$ cat config.mk
export PLATFORM = sky130hd
export DESIGN_NAME = pipe_stage_reg
export DESIGN_NICKNAME = d
export VERILOG_FILES = /design/src/rtl/riscv_pipe_pkg.sv /design/src/rtl/pipe_slot.sv /design/src/rtl/pipe_stage_reg.sv
export SDC_FILE = /design/constraint.sdc
export NUM_CORES = 1
export LEC_CHECK = 0
export ABC_AREA = 1
export ABC_CLOCK_PERIOD_IN_PS = 2900
export CAP_MARGIN = 5
export CORE_ASPECT_RATIO = 0.5
export CORE_MARGIN = 2
export CORE_UTILIZATION = 25
export CTS_CLUSTER_SIZE = 40
export DETAILED_ROUTE_END_ITERATION = 12
export GPL_TIMING_DRIVEN = 0
export SLEW_MARGIN = 20
export SYNTH_ARGS = -nofsm -noshare
export SYNTH_HDL_FRONTEND = slang
export SYNTH_SLANG_ARGS = --single-unit
$ cat constraint.sdc
create_clock -name clk -period 2.9 [get_ports clk]
set_input_delay 0.58 -clock clk [delete_from_list [all_inputs] [get_ports clk]]
set_output_delay 0.58 -clock clk [all_outputs]
set_load 0.05 [all_outputs]
$ cat src/rtl/riscv_pipe_pkg.sv
// ============================================================================
// Module      : riscv_pipe_pkg
// Description : Shared constants and types for the elastic pipeline registers.
// Revision    : 1.0
// ============================================================================
`default_nettype none

package riscv_pipe_pkg;

    localparam logic [31:0] RV_NOP = 32'h0000_0013;

    typedef enum logic [1:0] {
        EMPTY   = 2'd0,
        FULL    = 2'd1,
        SKIDDED = 2'd2
    } pipe_state_e;

endpackage

`default_nettype wire

$ cat src/rtl/pipe_slot.sv
// ============================================================================
// Module      : pipe_slot
// Description : Valid bit plus payload register with load, drop and clear.
// Revision    : 1.0
// ============================================================================
`default_nettype none

module pipe_slot #(
    parameter int               WIDTH     = 64,
    parameter logic [WIDTH-1:0] RESET_VAL = '0
) (
    input  logic             clk,
    input  logic             rst,
    input  logic             clear_i,
    input  logic             load_i,
    input  logic             drop_i,
    input  logic [WIDTH-1:0] data_i,
    output logic             valid_o,
    output logic [WIDTH-1:0] data_o
);

    logic             valid_q;
    logic             valid_d;
    logic [WIDTH-1:0] data_q;
    logic [WIDTH-1:0] data_d;

    // Clear wins over load; a drop only invalidates, the payload stays visible.
    always_comb begin
        valid_d = valid_q;
        data_d  = data_q;
        if (clear_i) begin
            valid_d = 1'b0;
            data_d  = RESET_VAL;
        end else if (load_i) begin
            valid_d = 1'b1;
            data_d  = data_i;
        end else if (drop_i) begin
            valid_d = 1'b0;
        end
    end

    always_ff @(posedge clk or negedge rst) begin
        if (!rst) begin
            valid_q <= 1'b0;
            data_q  <= RESET_VAL;
        end else begin
            valid_q <= valid_d;
            data_q  <= data_d;
        end
    end

    assign valid_o = valid_q;
    assign data_o  = data_q;

endmodule

`default_nettype wire

$ cat src/rtl/pipe_stage_reg.sv
// ============================================================================
// Module      : pipe_stage_reg
// Description : Elastic valid/ready pipeline register, optional skid slot.
// Revision    : 1.0
// ============================================================================
`default_nettype none

module pipe_stage_reg
    import riscv_pipe_pkg::*;
#(
    parameter int               WIDTH     = 64,
    parameter logic [WIDTH-1:0] RESET_VAL = '0,
    parameter int               SKID      = 0,
    parameter int               CNT_W     = 16
) (
    input  logic             clk,
    input  logic             rst,
    input  logic             in_valid,
    output logic             in_ready,
    input  logic [WIDTH-1:0] in_data,
    output logic             out_valid,
    input  logic             out_ready,
    output logic [WIDTH-1:0] out_data,
    input  logic             flush,
    output logic [CNT_W-1:0] stall_cnt
);

    logic             w_in_xfer;
    logic             w_out_xfer;
    logic             w_main_valid;
    logic [WIDTH-1:0] w_main_data;
    logic             w_skid_valid;
    logic [WIDTH-1:0] w_skid_data;
    logic             w_main_load;
    logic             w_main_drop;
    logic [WIDTH-1:0] w_main_din;
    logic             w_skid_load;
    logic             w_skid_drop;
    pipe_state_e      w_state;

    assign w_in_xfer  = in_valid && in_ready;
    assign w_out_xfer = w_main_valid && out_ready;

    always_comb begin
        w_state = EMPTY;
        if (w_skid_valid)      w_state = SKIDDED;
        else if (w_main_valid) w_state = FULL;
    end

    // Slot controls; flush is applied as a clear inside each slot and overrides these.
    always_comb begin
        w_main_load = 1'b0;
        w_main_drop = 1'b0;
        w_main_din  = in_data;
        w_skid_load = 1'b0;
        w_skid_drop = 1'b0;
        case (w_state)
            EMPTY: begin
                w_main_load = w_in_xfer;
            end
            FULL: begin
                if (w_in_xfer && w_out_xfer) begin
                    w_main_load = 1'b1;
                end else if (w_in_xfer) begin
                    w_skid_load = 1'b1;
                end else if (w_out_xfer) begin
                    w_main_drop = 1'b1;
                end
            end
            SKIDDED: begin
                if (w_out_xfer) begin
                    w_main_load = 1'b1;
                    w_main_din  = w_skid_data;
                    w_skid_drop = 1'b1;
                end
            end
            default: begin
                w_main_load = 1'b0;
            end
        endcase
    end

    pipe_slot #(
        .WIDTH     (WIDTH),
        .RESET_VAL (RESET_VAL)
    ) u_main_slot (
        .clk     (clk),
        .rst     (rst),
        .clear_i (flush),
        .load_i  (w_main_load),
        .drop_i  (w_main_drop),
        .data_i  (w_main_din),
        .valid_o (w_main_valid),
        .data_o  (w_main_data)
    );

    generate
        if (SKID != 0) begin : g_skid
            pipe_slot #(
                .WIDTH     (WIDTH),
                .RESET_VAL (RESET_VAL)
            ) u_skid_slot (
                .clk     (clk),
                .rst     (rst),
                .clear_i (flush),
                .load_i  (w_skid_load),
                .drop_i  (w_skid_drop),
                .data_i  (in_data),
                .valid_o (w_skid_valid),
                .data_o  (w_skid_data)
            );
            // Ready comes from a flop, so out_ready never reaches in_ready.
            assign in_ready = !w_skid_valid;
        end else begin : g_noskid
            logic w_unused_skid;
            assign w_skid_valid  = 1'b0;
            assign w_skid_data   = RESET_VAL;
            assign w_unused_skid = w_skid_load | w_skid_drop;
            assign in_ready      = !w_main_valid || out_ready;
        end
    endgenerate

    logic [CNT_W-1:0] stall_cnt_q;
    logic [CNT_W-1:0] stall_cnt_d;

    always_comb begin
        stall_cnt_d = stall_cnt_q;
        if (w_main_valid && !out_ready && (stall_cnt_q != {CNT_W{1'b1}})) begin
            stall_cnt_d = stall_cnt_q + CNT_W'(1);
        end
    end

    always_ff @(posedge clk or negedge rst) begin
        if (!rst) begin
            stall_cnt_q <= '0;
        end else begin
            stall_cnt_q <= stall_cnt_d;
        end
    end

    assign out_valid = w_main_valid;
    assign out_data  = w_main_data;
    assign stall_cnt = stall_cnt_q;

endmodule

`default_nettype wire

==> reports/results.txt, run 1 <==
Max Slew Vio Count -> 0
Tot Pwr -> 3.724 mW
Ys Warns -> 0
CTS tree -> yes
Cell taking the most area after synthesis -> dfrtp_1
Max-cap violations -> 0
Largest cells by area after synthesis -> dfrtp_1, nand3_1, inv_1
Cts repair resizes -> 0
Num ports -> 151
Cell Area, Synth -> 3887 um^2
Final setup violation count -> 0
Diode count -> 0
DP HPWL -> 8091 um
WL per Instance -> 13.85 um
Largest net degree at the start of global routing -> 43
DIE WIDTH -> 180.4 um
Slew HR -> 61.20%
Starting Density -> 25.42%
Synth Register Bits -> 81
Clk sink count -> 81
Worst r2r src -> stall_cnt[0]$_DFFE_PN0P_
Clock skew -> 0.007600 ns
Crit path max fanout -> 6
Top-area cell type share of the netlist area -> 52.14%
RSZ-0062 raised after global routing -> false
Fillers -> 1560
# rows -> 32
Worst setup EP type -> output port
Vias -> 3422
Vias in the first global route -> 3383
Syn_area_per_cell -> 8.957 um^2
Worst Path Class, Setup -> in -> out
Length in cells of the worst reg-to-reg path -> 8
Layout cells sized above 1 -> 13.81%
Worst setup SP type -> primary input
Inserted Clock Buffers -> 9
Vias per cell -> 4.251
Crit Reg-Reg Endpoint -> stall_cnt[0]$_DFFE_PN0P_
GRT Total Usage -> 13.80%
Slew @ Worst Pin -> 0.5820 ns
Placed Area -> 5662 um^2
Worst-path clk slew -> 0.07 ns
Antenna violations before repair -> 0
Peak VDD IR -> 0.3921 mV
Clock buffer depth -> 2
Routed WL -> 11150 um
Clock tree root buffer cell -> clkbuf_16
Worst hold path class -> in -> async
Syn Inst Count -> 434
IO buf count -> 150
Clock latency on the worst-skew pair -> 0.34 ns
Die Area -> 16620 um^2
Multi-input gate area -> 1353 um^2
DRC viols -> 0
CTS Hold Bufs -> 0
Status -> completed
Pwr per Cell Area -> 617.8 nW/um^2
Seq/Total Area, Yosys -> 52.14%
CP arrival -> 2.13 ns
Drt first pass iters -> 4
Max Freq -> 368.6 MHz
GPL Wtd Cong -> 0.8069
Post-route cell area -> 6028 um^2
Layout area overhead -> 55.07%
Distinct cells, synth -> 26
Core ar. -> 15290 um^2
Initial DRC count -> 199
GRT overflow -> 0
Tmin final -> 2.713 ns
Final Hold Vio Count -> 0
Nets -> 666
Period utilization -> 93.55%
ANT nets after route -> 0
CTS H-tree depth -> 3
Mapped Nets -> 504
Post-CTS setup buffer count -> 0
LEAKAGE -> 2.661 nW
Area taken by flip-flops and latches -> 2027 um^2
First-pass GRT wire length -> 18130 um
Req. time, crit path -> 2.32 ns
Worst reg2reg setup slack -> 1.35 ns
Die Ht -> 92.18 um
==> kinds of logic (layout without fill, tap and decap cells) <==
| family | count (synthesis) | in the layout | share of synthesized area (%) |
|---|---|---|---|
| adders and majority gates | 1 | 1 | 0.3218 |
| xor gates and xnor gates | 4 | 4 | 0.9014 |
| buffers and inverters | 108 | 275 | 13.07 |
| AOI/OAI and AO/OA | 70 | 70 | 11.23 |
| DFF | 81 | 81 | 52.14 |
| and+or+nand+nor | 170 | 170 | 22.34 |
==> worst max-delay path by stage <==
stage	to	startpoint	slack [ns]
floorplan	stall_cnt[11]$_DFFE_PN0P_	stall_cnt[0]$_DFFE_PN0P_	1.13
finish	in_ready	out_ready	0.19
global placement	stall_cnt[7]$_DFFE_PN0P_	rst	-1.95
global route	in_ready	out_ready	0.13
detailed placement	in_ready	out_ready	0.19
CTS	in_ready	out_ready	0.18
==> cell usage in the layout, fill, tap and decap left out, drive strengths merged, types with 2 or more instances in the layout <==
master	instances
clkdlybuf4s50	149
inv	88
dfrtp	81
nand3	75
o21ai	69
nand2	66
buf	23
nor2	19
clkbuf	9
nand4	7
bufinv	4
xnor2	2
nand3b	2
xor2	2
==> cells in the mapped netlist <==
library cell	number
a21oi_1	1
and2_1	1
buf_1	6
buf_2	1
buf_4	1
buf_6	13
dfrtp_1	81
ha_1	1
inv_1	81
inv_2	6
nand2_1	57
nand2_2	5
nand2_4	4
nand3_1	74
nand3_2	1
nand3b_1	2
nand4_1	7
nor2_1	8
nor2_2	6
nor2_4	4
nor2_8	1
o21ai_0	1
o21ai_1	45
o21ai_2	23
xnor2_1	2
xor2_1	2
==> worst max-delay path, stage by stage <==
cell             delay, ns
clkdlybuf4s50_1       0.45
nor2_4                0.28
inv_2                 0.11
clkdlybuf4s50_1       0.71
==> through the flow <==
step                hold slack [ns]  cells  utilization, %  TNS, ns  setup slack (ns)
floorplan                    0.2844    434               -        0             1.128
finish                       0.2432    805           39.41        0            0.1869
detailed placement           0.5109    789           37.02        0            0.1853
global route                 0.2851    805           39.41        0            0.1331
global placement             0.5077    788           36.90  -157.30            -1.950
CTS                          0.2548    805           39.41        0            0.1754
==> per-layer routing <==
layer / up-vias / wire length, um / track usage [%]
met5: - / 0 / 0
met4: 0 / 155 / 4.099
met3: 12 / 315 / 2.780
met2: 62 / 5675 / 23.76
met1: 1647 / 5000 / 17.60
li1: 1701 / - / -
==> state kept, by name (all words and copies together) (netlist names) <==
name                 count
u_main_slot.valid_o      1
u_main_slot.data_o      64
stall_cnt               16
==> power breakdown <==
part | total [mW] | internal (mW) | switching [mW]
Sequential | 1.32 | 1.23 | 0.0923
Combinational | 0.985 | 0.363 | 0.622
Clock | 1.42 | 0.931 | 0.486
==> area by class of cell <==
type                       instances  share of cell area (%)
buffer                            21                   3.010
clock buffer                       9                   3.736
clock inverter                     7                   2.345
inverter                          87                   5.417
multi-input combinational        245                   22.44
sequential                        81                   33.62
tap                              204                   4.234
timing repair buffer             151                   25.20
No activity file was read; power rests on OpenSTA's default activity.
==> run 2: changes to the inputs <==
Settings changed: CORE_MARGIN 2 to 1.5.
==> reports/results.txt, run 2 (synthesized netlist as in run 1, its figures left out) <==
Status -> completed
Crit path max fanout -> 6
GPL Wtd Cong -> 0.7776
Most frequent cells in the layout -> clkdlybuf4s50_1, inv_1, dfrtp_1
Most common cell after layout, fill and taps aside -> clkdlybuf4s50_1
Cts repair resizes -> 0
Period utilization -> 93.36%
Placed Area -> 5654 um^2
CP peak stage delay -> 0.71 ns
Starting Density -> 26.24%
Drt first pass iters -> 4
Worst setup SP type -> primary input
Most used cell, CP -> clkdlybuf4s50_1
Clock skew -> 0.01553 ns
Largest net degree at the start of global routing -> 45
Core Util, Final -> 40.39%
DRC viols -> 0
# rows -> 31
LEAKAGE -> 2.644 nW
Setup total negative slack -> 0 ns
Hold slack -> 0.2517 ns
Max-cap violations -> 0
CTS H-tree depth -> 3
WL per Instance -> 13.53 um
Slew HR -> 60.22%
Worst hold path class -> in -> async
CP arrival -> 2.13 ns
Worst-path clk slew -> 0.07 ns
Vias in the first global route -> 3333
RSZ-0062 raised after global routing -> false
Clock latency on the worst-skew pair -> 0.34 ns
Routed WL -> 10810 um
GRT overflow -> 0
CP Cell Sequence -> clkdlybuf4s50_1, nor2_4, inv_2, clkdlybuf4s50_1
Worst Setup Slack, final -> 0.1926 ns
CTS Hold Bufs -> 0
Layout area overhead -> 53.94%
Worst Path Class, Setup -> in -> out
Max reg flops -> 64
Antenna violations before repair -> 0
Die Ht -> 91.18 um
Worst setup EP type -> output port
Clock tree root buffer cell -> clkbuf_16
Vias per cell -> 4.308
Post-route cell area -> 5984 um^2
Die Area -> 16350 um^2
Req. time, crit path -> 2.32 ns
Initial DRC count -> 123
IO buf count -> 150
Pwr per Cell Area -> 597.0 nW/um^2
ANT nets after route -> 0
First-pass GRT wire length -> 17410 um
Max Slew Vio Count -> 0
Fillers -> 1500
Diode count -> 0
Clock buffer depth -> 2
Slew @ Worst Pin -> 0.5967 ns
Num ports -> 151
Tmin final -> 2.707 ns
Vias -> 3442
Max Freq -> 369.4 MHz
Peak VDD IR -> 0.3576 mV
Final Hold Vio Count -> 0
Multi-input gate area -> 1353 um^2
Placement Setup Slack -> 0.1786 ns
DP HPWL -> 8059 um
Inserted Clock Buffers -> 9
Post-CTS setup buffer count -> 0
Clk sink count -> 81
GRT Total Usage -> 13.57%
CTS tree -> yes
Final setup violation count -> 0
DIE WIDTH -> 179.4 um
Nets -> 666
Layout cells sized above 1 -> 13.81%
Core ar. -> 14820 um^2
Critical path's slowest cell -> clkdlybuf4s50_1
Area taken by flip-flops and latches -> 2027 um^2
==> run 2: changes by cell type in the layout (fill, tap and decap cells not counted) <==
cell / delta
bufinv_16: -2
inv_6: +2
clkinv_2: -1
inv_8: +1
==> run 2: power breakdown <==
part	switching (mW)	total (mW)	internal, mW
registers	0.0939	1.32	1.23
logic	0.623	0.985	0.363
clock network	0.493	1.26	0.770
==> run 2: critical path, delay by kind of cell <==
family / cells / cell delay (ns)
buffers and inverters: 3 / 1.27
AND/OR/NAND/NOR: 1 / 0.27
==> run 2: per-stage QoR <==
stage          std cells  power [mW]
5_1_grt              799       3.747
2_1_floorplan        434       1.933
3_3_place_gp         782       2.328
4_1_cts              799       3.634
6_report             799       3.573
3_5_place_dp         783       2.336
==> run 2: cell type report <==
type                            count  share of cell area [%]
Tap cell                          198                   4.140
Sequential cell                    81                   33.87
Clock buffer                        9                   3.763
Timing Repair Buffer              151                   25.38
Inverter                           87                   5.457
Multi-Input combinational cell    245                   22.60
Buffer                             21                   3.032
Clock inverter                      7                   1.756
==> run 2: metal layers <==
layer | routed length, um | vias to the layer above | track usage, %
li1 | - | 1702 | -
met1 | 4869 | 1651 | 17.32
met2 | 5372 | 75 | 22.92
met3 | 398 | 14 | 2.806
met4 | 168 | 0 | 4.201
met5 | 0 | - | 0
==> run 2: worst paths after layout <==
| path | startpoint | to | slack (ns) | cells after the start |
|---|---|---|---|---|
| worst max-delay path | out_ready | in_ready | 0.19 | 4 |
| worst min-delay path | rst | u_main_slot.data_o[15]$_DFFE_PN0P_ | 0.25 | 1 |
| worst max register to register | stall_cnt[0]$_DFFE_PN0P_ | stall_cnt[9]$_DFFE_PN0P_ | 1.36 | 8 |
| worst min register to register | u_main_slot.data_o[13]$_DFFE_PN0P_ | u_main_slot.data_o[13]$_DFFE_PN0P_ | 0.52 | 2 |
| max in group asynchronous | rst | u_main_slot.valid_o$_DFFE_PN0P_ | 2.01 | 2 |
| min in group clk | u_main_slot.data_o[13]$_DFFE_PN0P_ | u_main_slot.data_o[13]$_DFFE_PN0P_ | 0.52 | 2 |
